**config.mk**
```make
export PLATFORM = sky130hd
export DESIGN_NAME = spi_slave_core
export DESIGN_NICKNAME = d
export VERILOG_FILES = /design/src/rtl/spi_pkg.sv /design/src/rtl/spi_sync_edge.sv /design/src/rtl/spi_slave_core.sv
export SDC_FILE = /design/constraint.sdc
export NUM_CORES = 1
export LEC_CHECK = 0
export ABC_AREA = 1
export CELL_PAD_IN_SITES_DETAIL_PLACEMENT = 0
export CELL_PAD_IN_SITES_GLOBAL_PLACEMENT = 1
export CORE_MARGIN = 3
export CORE_UTILIZATION = 41
export DETAILED_ROUTE_END_ITERATION = 6
export GPL_TIMING_DRIVEN = 0
export PLACE_DENSITY = 0.89
export SLEW_MARGIN = 10
export SYNTH_ARGS = -nofsm -noshare
export SYNTH_HDL_FRONTEND = slang
export SYNTH_SLANG_ARGS = --single-unit
```
**constraint.sdc**
```tcl
create_clock -name clk -period 3.05 [get_ports clk]
set_clock_uncertainty 0.15 [all_clocks]
set_input_delay 0.915 -clock clk [delete_from_list [all_inputs] [get_ports clk]]
set_output_delay 0.915 -clock clk [all_outputs]
set_load 0.05 [all_outputs]
```
**src/rtl/spi_pkg.sv**
```systemverilog
// rtl/spi_pkg.sv - shared SPI types: link state and clock mode
package spi_pkg;

    typedef enum logic {
        IDLE   = 1'b0,
        ACTIVE = 1'b1
    } spi_state_e;

    typedef struct packed {
        logic cpol;
        logic cpha;
    } spi_mode_t;

endpackage

```
**src/rtl/spi_sync_edge.sv**
```systemverilog
// rtl/spi_sync_edge.sv - two-flop synchroniser plus history flop with edge pulses
module spi_sync_edge #(
    parameter logic RST_VAL = 1'b0
) (
    input  logic clk_i,
    input  logic rst_i,
    input  logic d_i,
    output logic level_o,
    output logic rise_o,
    output logic fall_o
);

    logic s1_q, s2_q, hist_q;

    // Reset to the pin's idle level so leaving reset never fakes an edge
    always_ff @(posedge clk_i) begin
        if (rst_i) begin
            s1_q   <= RST_VAL;
            s2_q   <= RST_VAL;
            hist_q <= RST_VAL;
        end else begin
            s1_q   <= d_i;
            s2_q   <= s1_q;
            hist_q <= s2_q;
        end
    end

    assign level_o = s2_q;
    assign rise_o  = s2_q & ~hist_q;
    assign fall_o  = ~s2_q & hist_q;

endmodule

```
**src/rtl/spi_slave_core.sv**
```systemverilog
// rtl/spi_slave_core.sv - oversampled SPI slave, any CPOL/CPHA, multi-word frames
module spi_slave_core
    import spi_pkg::*;
#(
    parameter int               WIDTH = 8,
    parameter bit               CPOL  = 1'b0,
    parameter bit               CPHA  = 1'b0,
    parameter logic [WIDTH-1:0] FILL  = '0
) (
    input  logic             clk,
    input  logic             rst,
    input  logic             sck,
    input  logic             ssel,
    input  logic             mosi,
    output logic             miso,
    output logic             miso_oe,
    output logic [WIDTH-1:0] rx_data,
    output logic             rx_valid,
    input  logic [WIDTH-1:0] tx_data,
    input  logic             tx_valid,
    output logic             tx_ready,
    output logic             frame_start,
    output logic             frame_end,
    output logic             tx_underrun
);

    localparam spi_mode_t MODE = '{cpol: CPOL, cpha: CPHA};
    localparam int CW = $clog2(WIDTH);
    localparam logic [CW-1:0] LAST = CW'(WIDTH - 1);

    logic sck_lvl, sck_rise, sck_fall;
    logic ssel_lvl, ssel_rise, ssel_fall;
    logic mosi_s1_q, mosi_s2_q;
    logic unused_levels;

    spi_sync_edge #(.RST_VAL(MODE.cpol)) u_sck_sync (
        .clk_i(clk), .rst_i(rst), .d_i(sck),
        .level_o(sck_lvl), .rise_o(sck_rise), .fall_o(sck_fall)
    );

    spi_sync_edge #(.RST_VAL(1'b1)) u_ssel_sync (
        .clk_i(clk), .rst_i(rst), .d_i(ssel),
        .level_o(ssel_lvl), .rise_o(ssel_rise), .fall_o(ssel_fall)
    );

    assign unused_levels = sck_lvl ^ ssel_lvl;

    always_ff @(posedge clk) begin
        if (rst) begin
            mosi_s1_q <= 1'b0;
            mosi_s2_q <= 1'b0;
        end else begin
            mosi_s1_q <= mosi;
            mosi_s2_q <= mosi_s1_q;
        end
    end

    logic lead_ev, trail_ev, sample_ev, shift_ev;
    assign lead_ev   = MODE.cpol ? sck_fall : sck_rise;
    assign trail_ev  = MODE.cpol ? sck_rise : sck_fall;
    assign sample_ev = MODE.cpha ? trail_ev : lead_ev;
    assign shift_ev  = MODE.cpha ? lead_ev : trail_ev;

    spi_state_e       state_q, state_d;
    logic [CW-1:0]    bitcnt_q, bitcnt_d;
    logic [WIDTH-2:0] rx_shift_q, rx_shift_d;
    logic [WIDTH-1:0] rx_data_q, rx_data_d;
    logic [WIDTH-1:0] tx_shift_q, tx_shift_d;
    logic [WIDTH-1:0] hold_q, hold_d;
    logic             hold_full_q, hold_full_d;
    logic             rx_valid_q, rx_valid_d;
    logic             frame_start_q, frame_start_d;
    logic             frame_end_q, frame_end_d;
    logic             tx_underrun_q, tx_underrun_d;
    logic             load;
    logic [WIDTH-1:0] rx_word;

    always_ff @(posedge clk) begin
        if (rst) begin
            state_q       <= IDLE;
            bitcnt_q      <= '0;
            rx_shift_q    <= '0;
            rx_data_q     <= '0;
            tx_shift_q    <= '0;
            hold_q        <= '0;
            hold_full_q   <= 1'b0;
            rx_valid_q    <= 1'b0;
            frame_start_q <= 1'b0;
            frame_end_q   <= 1'b0;
            tx_underrun_q <= 1'b0;
        end else begin
            state_q       <= state_d;
            bitcnt_q      <= bitcnt_d;
            rx_shift_q    <= rx_shift_d;
            rx_data_q     <= rx_data_d;
            tx_shift_q    <= tx_shift_d;
            hold_q        <= hold_d;
            hold_full_q   <= hold_full_d;
            rx_valid_q    <= rx_valid_d;
            frame_start_q <= frame_start_d;
            frame_end_q   <= frame_end_d;
            tx_underrun_q <= tx_underrun_d;
        end
    end

    always_comb begin
        state_d       = state_q;
        bitcnt_d      = bitcnt_q;
        rx_shift_d    = rx_shift_q;
        rx_data_d     = rx_data_q;
        tx_shift_d    = tx_shift_q;
        hold_d        = hold_q;
        hold_full_d   = hold_full_q;
        rx_valid_d    = 1'b0;
        frame_start_d = 1'b0;
        frame_end_d   = 1'b0;
        tx_underrun_d = 1'b0;
        load          = 1'b0;
        rx_word       = {rx_shift_q, mosi_s2_q};

        case (state_q)
            IDLE: begin
                if (ssel_fall) begin
                    state_d       = ACTIVE;
                    frame_start_d = 1'b1;
                    bitcnt_d      = '0;
                    load          = ~MODE.cpha;
                end
            end
            ACTIVE: begin
                if (sample_ev) begin
                    rx_shift_d = rx_word[WIDTH-2:0];
                    if (bitcnt_q == LAST) begin
                        rx_data_d  = rx_word;
                        rx_valid_d = 1'b1;
                        bitcnt_d   = '0;
                        load       = ~MODE.cpha;
                    end else begin
                        bitcnt_d = bitcnt_q + 1'b1;
                    end
                end
                if (shift_ev) begin
                    if (MODE.cpha && bitcnt_q == '0) begin
                        load = 1'b1;
                    end else begin
                        tx_shift_d = {tx_shift_q[WIDTH-2:0], 1'b0};
                    end
                end
                // A final sample landing with deselect still delivers its word
                if (ssel_rise) begin
                    state_d     = IDLE;
                    frame_end_d = 1'b1;
                    bitcnt_d    = '0;
                    tx_shift_d  = '0;
                    load        = 1'b0;
                end
            end
            default: state_d = IDLE;
        endcase

        if (load) begin
            if (hold_full_q) begin
                tx_shift_d  = hold_q;
                hold_full_d = 1'b0;
            end else begin
                tx_shift_d    = FILL;
                tx_underrun_d = 1'b1;
            end
        end

        // Gated on the old hold_full, so a same-cycle load never sees this word
        if (tx_valid && !hold_full_q) begin
            hold_d      = tx_data;
            hold_full_d = 1'b1;
        end
    end

    assign miso        = (state_q == ACTIVE) & tx_shift_q[WIDTH-1];
    assign miso_oe     = (state_q == ACTIVE);
    assign rx_data     = rx_data_q;
    assign rx_valid    = rx_valid_q;
    assign tx_ready    = ~hold_full_q;
    assign frame_start = frame_start_q;
    assign frame_end   = frame_end_q;
    assign tx_underrun = tx_underrun_q;

endmodule

```
==> metrics.cfg, run 1 <==
[floorplan]
die_h_um = 73.6
core-area_mm2 = 0.00420
die_w_um = 73.6
rows = 23
start_util = 0.446
ios = 29
die-area_mm2 = 0.00542

[min_path]
min_path_cells = 2
whs_endpoint = mosi_s2_q
hp-class = reg2reg
min_from = mosi_s1_q

[global_route]
antenna_found_initial = 0
grt_pass1_vias = 1446
grt_max_degree = 14
grt_pass1_wl_um = 6450
grt_use_total = 0.155
overflow = 0

[worst_setup_path]
end_kind = output pin
cp_slowest_cell = clkdlybuf4s50_1
reg2reg_to = rx_data[5]
arrival_ns = 1.65
path_buf_inv = 2
crit_chain = nand2_1 > inv_1 > clkdlybuf4s50_1
critPathMaxStageDelay_ns = 0.78
path_max_fanout = 5
crit_type = reg2out
crit_start = miso_oe
regToRegSetupSlack_ns = 1.16
r2r_cells = 7
timing.rr.start = bitcnt_q[0]
startpoint_type = register
cp.depth = 3
required_ns = 1.98
critPathTopFamily = buffers and inverters

[timing]
drv_slew = 0
worst_slew_margin_rel = 0.628
clock.fmax_mhz = 368
finalSetupViolations = 0
tightest_slew_ns = 0.552
hold-worst-slack_ns = 0.256
post-route-min-period_ns = 2.72
post-route-period-util = 0.891
tns_ns = 0
rsz0062_at_grt = false
hold_violations = 0

[routing]
wirelength_um = 3640
via_per_inst = 4.72
via_count = 1519
route.detailed.drc = 0
ant_nets = 0
avgRoutedWirePerCell_um = 11.3
dr.first_iter.drc_count = 65
drt-pass1-iter-count = 4

[clock_tree]
clock_sinks = 48
cts_tree = built
hold_buffers = 0
clock_latency_ns = 0.30
clk_pin_slew_ns = 0.08
cts_resized = 0
clock_path_buffers = 2
cts_root_buffer = clkbuf_8
cts_buffers = 5
ctsHtreeMaxLevel = 2
post_cts_buffers = 0

[power_and_ir_drop]
leakage_nw = 1.02
swShare = 0.251
power_density_mw_per_mm2 = 501
seqPwrFrac = 0.580
switching_power_uw = 289
ir_worst_vdd_uv = 265
p_clk_frac = 0.308
p_comb_frac = 0.112
p_int_uw = 860

[outcome]
status = complete, no violations

[layout]
n_fill_cell = 409
layout-drive-gt1-share = 0.0882
n_antenna_cell = 0
syn_to_final_growth_pct = 22.4
fin_nets = 288

[flow_run]
drv_cap = 0

[logic_synthesis]
ys_ff_latch = 48
synth_nets = 253
yosys-top-cells-area = dfxtp_1 (51%), nor2_1 (8.8%), o21ai_0 (7.5%)
synth_area_mm2 = 0.00188
ys_types = 22
yosysSeqAreaShare = 0.512
netlist.area_leader.share = 0.512
yosys_warnings = 0
synth_area_per_cell_um2 = 7.91
synth_top_cell_by_area = dfxtp_1
netlist_instances = 237

[placement]
dp_hpwl_um = 2580
gp_congestion = 0.766
io_buffers = 28

## metal layers
metal | up-vias | GRT usage | part of all wire
li1 | 826 | - | -
met5 | - | 0 | 0
met4 | 0 | 0.0483 | 0.014
met2 | 22 | 0.231 | 0.42
met1 | 665 | 0.211 | 0.53
met3 | 6 | 0.0534 | 0.035
## layout by cell type, fill, tap and decap left out, types with 2 or more instances in the layout
master / instances
a21oi_1: 21
buf_2: 2
clkbuf_1: 5
clkbuf_8: 6
clkdlybuf4s50_1: 28
dfxtp_1: 48
ha_1: 2
inv_1: 28
inv_2: 2
nand2_1: 26
nand2_2: 2
nand2_4: 4
nand3_1: 8
nand4_1: 8
nor2_1: 44
nor3_1: 2
o21ai_0: 28
or2_2: 2
## layout make-up
type	count	area [µm²]	share of cell area
Tap cell	50	62.6	0.0272
Sequential cell	48	961	0.419
Clock buffer	6	72.6	0.0316
Timing Repair Buffer	28	280	0.122
Multi-Input combinational cell	151	752	0.328
Clock inverter	1	5.00	0.00218
Inverter	30	113	0.0490
Buffer	8	50.0	0.0218
## sequential cells by signal, summed over array words and instances (netlist names), 3 cells and up
signal	count
bitcnt_q	3
rx_shift_q	7
tx_shift_q	8
rx_data	8
hold_q	8
## how the worst max path moves through the flow
stage	endpoint	slack (ns)
after floorplan	miso	0.85
after global placement	rx_data[0]	0.55
after detailed placement	rx_data[1]	0.54
after CTS	miso	0.31
after global routing	miso	0.22
final	miso	0.33
## logic make-up (layout without fill, tap and decap cells)
kind of cell	count (synthesis)	count (layout)	synth area share
AOI/OAI and AO/OA	50	50	0.135
and+or+nand+nor	99	99	0.252
buffers and inverters	38	73	0.0867
adders and majority gates	2	2	0.0133
DFF	48	48	0.512
## synth_stat cells
cell type / number
clkbuf_1: 4
nand4_1: 8
nand2_8: 1
buf_2: 2
inv_1: 28
a21o_2: 1
nand3_2: 1
nor3_1: 2
buf_6: 1
or2_2: 2
inv_2: 2
nand3_1: 8
dfxtp_1: 48
nor2_1: 44
clkbuf_8: 1
ha_1: 2
nand2_4: 4
nand2_1: 26
nor3_2: 1
nand2_2: 2
a21oi_1: 21
o21ai_0: 28
## metrics by stage
stage / area (µm²) / std cells / power, mW / setup slack, ns / utilization
5_1_grt: 2300 / 322 / 1.20 / 0.225 / 0.546
3_5_place_dp: 2220 / 315 / 0.811 / 0.544 / 0.528
6_report: 2300 / 322 / 1.15 / 0.331 / 0.546
3_3_place_gp: 2220 / 315 / 0.809 / 0.549 / 0.528
2_1_floorplan: 1880 / 237 / 0.768 / 0.855 / -
4_1_cts: 2300 / 322 / 1.16 / 0.308 / 0.546
## worst register-to-register path, stage by stage, from the launching register on
cell     delay (ns)
dfxtp_1        0.36
ha_1           0.16
ha_1           0.17
nand3_1        0.12
nor2_1         0.36
buf_2          0.29
o21ai_0        0.09
a21oi_1        0.13
## power by group through the flow
stage	sequential, mW	clock, mW	combinational, mW
final	0.667	0.354	0.128
after global routing	0.670	0.387	0.146
after global placement	0.681	0	0.128
after detailed placement	0.682	0	0.129
after CTS	0.667	0.366	0.130
after floorplan	0.684	0	0.0839
Note: power is estimated with default switching activity, not from simulation.
==> run 2: changes to the inputs <==
--- a/config.mk
+++ b/config.mk
@@ -9,10 +9,11 @@
 export CELL_PAD_IN_SITES_DETAIL_PLACEMENT = 0
 export CELL_PAD_IN_SITES_GLOBAL_PLACEMENT = 1
 export CORE_MARGIN = 3
-export CORE_UTILIZATION = 41
+export CORE_UTILIZATION = 40
 export DETAILED_ROUTE_END_ITERATION = 6
+export GPL_ROUTABILITY_DRIVEN = 0
 export GPL_TIMING_DRIVEN = 0
-export PLACE_DENSITY = 0.89
+export PLACE_DENSITY = 0.87
 export SLEW_MARGIN = 10
 export SYNTH_ARGS = -nofsm -noshare
 export SYNTH_HDL_FRONTEND = slang
==> metrics.cfg, run 2 (synthesized netlist as in run 1, its figures left out) <==
[outcome]
status = complete, no violations

[clock_tree]
cts_tree = built
post_cts_buffers = 0
cts_resized = 0
clock_latency_ns = 0.30
clock_sinks = 48
hold_buffers = 0
clock_path_buffers = 2
cts_buffers = 5
clk_pin_slew_ns = 0.08
ctsHtreeMaxLevel = 2
cts_root_buffer = clkbuf_8

[global_route]
grtUsageMet3 = 0.0541
overflow = 0
grt_max_degree = 15
met2_usage = 0.225
antenna_found_initial = 0
busiest_layer = met2
grt_pass1_vias = 1395
grtUsageMet1 = 0.199
grt_use_total = 0.151
grt_pass1_wl_um = 6290

[worst_setup_path]
end_kind = output pin
r2r_cells = 7
regToRegSetupSlack_ns = 1.13
path_max_fanout = 5
arrival_ns = 1.65
startpoint_type = register
reg2reg_to = rx_data[5]
timing.rr.start = bitcnt_q[0]
crit_type = reg2out
required_ns = 1.98

[floorplan]
die_w_um = 74.5
ios = 29
rows = 24
die-area_mm2 = 0.00555
die_h_um = 74.5
start_util = 0.422
core-area_mm2 = 0.00444

[routing]
via_per_inst = 4.70
ant_nets = 0
via_count = 1527
drt-pass1-iter-count = 4
wirelength_um = 3710
dr.first_iter.drc_count = 100
route.detailed.drc = 0
avgRoutedWirePerCell_um = 11.4

[placement]
dp_hpwl_um = 2590
io_buffers = 28

[layout]
final_util = 0.528
n_antenna_cell = 0
final_common_cell = dfxtp_1
fin_nets = 288
multi_input_area_um2 = 752
layout-drive-gt1-share = 0.0952
seq_area_um2 = 961
syn_to_final_growth_pct = 25.2
final_cell_mix = dfxtp_1 (48), nor2_1 (44), inv_1 (28), o21ai_0 (28), clkdlybuf4s50_1 (28)
n_fill_cell = 427

[timing]
post-route-min-period_ns = 2.72
tightest_slew_ns = 0.584
hold_violations = 0
clock.fmax_mhz = 368
post-route-period-util = 0.891
worst_slew_margin_rel = 0.607
tns_ns = 0
hold-worst-slack_ns = 0.259
finalSetupViolations = 0
drv_slew = 0
rsz0062_at_grt = false

[flow_run]
drv_cap = 0

[power_and_ir_drop]
ir_worst_vdd_uv = 406
power_density_mw_per_mm2 = 550
leakage_nw = 1.04

[min_path]
min_from = mosi_s1_q
whs_endpoint = mosi_s2_q
hp-class = reg2reg
min_path_cells = 2

run 2: cell count changes in the layout (fill, tap and decap cells not counted):
cell / delta
bufinv_16: +1
clkbuf_1: -1
clkbuf_8: +2
clkinv_2: -1
run 2: worst max-delay path: stages (launching register included):
cell and delay (ns):
dfxtp_1 0.45, nand2_1 0.08, inv_1 0.05, clkdlybuf4s50_1 0.79
run 2: layout make-up:
class                           instances  share of cell area
Tap cell                               52              0.0277
Buffer                                  8              0.0213
Clock inverter                          1              0.0128
Sequential cell                        48               0.409
Multi-Input combinational cell        151               0.320
Inverter                               30              0.0480
Timing Repair Buffer                   28               0.119
Clock buffer                            7              0.0410
run 2: worst max path at each step:
stage	from	end	slack (ns)	cells past startpoint
floorplan	miso_oe	miso	0.85	2
global placement	rst	hold_q[2]	0.52	5
detailed placement	rst	hold_q[2]	0.54	5
CTS	miso_oe	miso	0.31	3
global route	miso_oe	miso	0.22	3
finish	miso_oe	miso	0.33	3
run 2: stage by stage:
stage	power [mW]	cell area [µm²]	std cells	setup WS, ns
finish	1.29	2350	325	0.331
global route	1.35	2350	325	0.222
CTS	1.30	2350	325	0.309
detailed placement	0.812	2220	317	0.536
global placement	0.810	2220	317	0.522
floorplan	0.768	1880	237	0.855
run 2: layer usage:
| metal | wire, µm | vias to the layer above |
|---|---|---|
| li1 | - | 823 |
| met1 | 1890 | 674 |
| met2 | 1640 | 28 |
| met3 | 137 | 2 |
| met4 | 33 | 0 |
| met5 | 0 | - |
run 2: where the power goes:
group	switching, mW	internal [mW]	total [mW]
clock network	0.206	0.289	0.495
logic	0.0781	0.0517	0.130
registers	0.0142	0.652	0.667
total	0.298	0.993	1.29
==> run 3: changes to the inputs <==
--- a/config.mk
+++ b/config.mk
@@ -13,8 +13,9 @@
 export DETAILED_ROUTE_END_ITERATION = 6
 export GPL_ROUTABILITY_DRIVEN = 0
 export GPL_TIMING_DRIVEN = 0
-export PLACE_DENSITY = 0.87
+export PLACE_DENSITY = 0.89
 export SLEW_MARGIN = 10
 export SYNTH_ARGS = -nofsm -noshare
 export SYNTH_HDL_FRONTEND = slang
+export SYNTH_HIERARCHICAL = 1
 export SYNTH_SLANG_ARGS = --single-unit
==> metrics.cfg, run 3 <==
[outcome]
status = complete, no violations

[layout]
fin_nets = 322
syn_to_final_growth_pct = 24.5
n_fill_cell = 449
final_cell_mix = nand2_1 (58), nor2_1 (53), dfxtp_1 (48)
layout-drive-gt1-share = 0.0749
fin_area_mm2 = 0.00239
n_antenna_cell = 0
final_common_cell = nand2_1

[worst_setup_path]
timing.rr.start = bitcnt_q[0]
path_max_fanout = 10
critPathTopFamily = buffers and inverters
cp_slowest_cell = clkdlybuf4s50_1
required_ns = 1.98
arrival_ns = 1.69
crit_type = reg2out
critPathMaxStageDelay_ns = 0.80
end_kind = output pin
crit_chain = buf_2 > inv_1 > clkdlybuf4s50_1
crit_start = hold_full_q
startpoint_type = register
path_buf_inv = 3

[routing]
wirelength_um = 3580
avgRoutedWirePerCell_um = 9.96
via_per_inst = 4.50
drt-pass1-iter-count = 4
dr.first_iter.drc_count = 107
ant_nets = 0
via_count = 1617
route.detailed.drc = 0

[power_and_ir_drop]
p_total_mw = 1.26
power_density_mw_per_mm2 = 525
ir_worst_vdd_uv = 338
leakage_nw = 1.20

[clock_tree]
cts_root_buffer = clkbuf_8
hold_buffers = 0
clock_path_buffers = 2
cts_tree = built
ctsHtreeMaxLevel = 2
cts_resized = 0
clk_pin_slew_ns = 0.09
clock_sinks = 48
cts_buffers = 5
post_cts_buffers = 0
clock_latency_ns = 0.30

[logic_synthesis]
yosys-top-cells-count = nand2_1 (58), nor2_1 (53), dfxtp_1 (48), inv_1 (42), o21ai_0 (25)
synth_top_cell_by_area = dfxtp_1
yosysSeqAreaShare = 0.500
ys_types = 20
netlist.area_leader.share = 0.500
synth_edf_count = 0
netlist_instances = 271
synth_area_per_cell_um2 = 7.10
yosys-top-cells-area = dfxtp_1 (50%), nand2_1 (11%), nor2_1 (10%)
synth.most_common_cell = nand2_1
synth_nets = 287
synth_area_mm2 = 0.00192
ys_ff_latch = 48
async_flop_share = 0
synthFlopType = dfxtp_1
yosys_warnings = 6

[placement]
dp_hpwl_um = 2550
io_buffers = 28
dpl_cell_area_mm2 = 0.00227

[global_route]
grt_pass1_wl_um = 6170
antenna_found_initial = 0
grt_pass1_vias = 1437
overflow = 0
grt_use_total = 0.145
grt_max_degree = 15

[floorplan]
die_h_um = 75.3
core-area_mm2 = 0.00450
rows = 24
die_w_um = 75.3
start_util = 0.427
ios = 29
die-area_mm2 = 0.00568

[min_path]
hp-class = reg2reg
min_from = u_sck_sync/s1_q

[timing]
post-route-period-util = 0.903
hold_violations = 0
rsz0062_at_grt = false
finalSetupViolations = 0
post-route-min-period_ns = 2.75
hold-worst-slack_ns = 0.261
clock.fmax_mhz = 363
worst_slew_margin_rel = 0.668
tightest_slew_ns = 0.496
drv_slew = 0
tns_ns = 0

[flow_run]
drv_cap = 0

-- run 3: layer usage --
layer  track usage  wire (µm)  vias to the layer above
met5             0          0                        -
met4        0.0699         68                        0
met3        0.0435        123                        4
met2         0.217       1540                       24
met1         0.190       1840                      703
li1              -          -                      886
-- run 3: worst paths after layout --
check	slack (ns)	depth (start not counted)	endpoint
worst max-delay path	0.30	3	tx_ready
worst min-delay path	0.26	2	u_sck_sync/level_o
worst max register to register	1.32	10	tx_shift_q[7]
worst min register to register	0.26	2	u_sck_sync/level_o
-- run 3: power breakdown --
part,total (mW),internal [mW],switching (mW)
sequential,0.657,0.648,0.00956
combinational,0.109,0.0443,0.0648
clock,0.490,0.289,0.201
-- run 3: per-stage QoR --
step,cells,util,setup slack (ns)
after floorplan,271,-,0.875
after global placement,351,0.504,0.630
after detailed placement,351,0.504,0.620
after CTS,359,0.532,0.294
after global routing,359,0.532,0.234
final,359,0.532,0.296
-- run 3: cell type report --
cell class	instances	area (µm²)	area share
flip-flops and latches	48	961	0.401
clock buffers	7	96.3	0.0402
clock inverters	1	30.0	0.0125
well taps	52	65.1	0.0272
repair buffers	28	280	0.117
inverters	44	165	0.0690
plain buffers	9	52.6	0.0219
multi-input cells	170	744	0.311
-- run 3: cells by family after synthesis --
| family | count (synthesis) | share of synthesized area |
|---|---|---|
| adders and majority gates | 2 | 0.0130 |
| and+or+nand+nor | 124 | 0.260 |
| DFF | 48 | 0.500 |
| AOI/OAI and AO/OA | 44 | 0.115 |
| buffers and inverters | 53 | 0.113 |
-- run 3: tightest hold or removal path, delay by kind of cell, from the launching register on --
kind,cells,cell delay [ns]
flip-flops,1,0.31
AND/OR/NAND/NOR,1,0.03
buffers and inverters,1,0.04
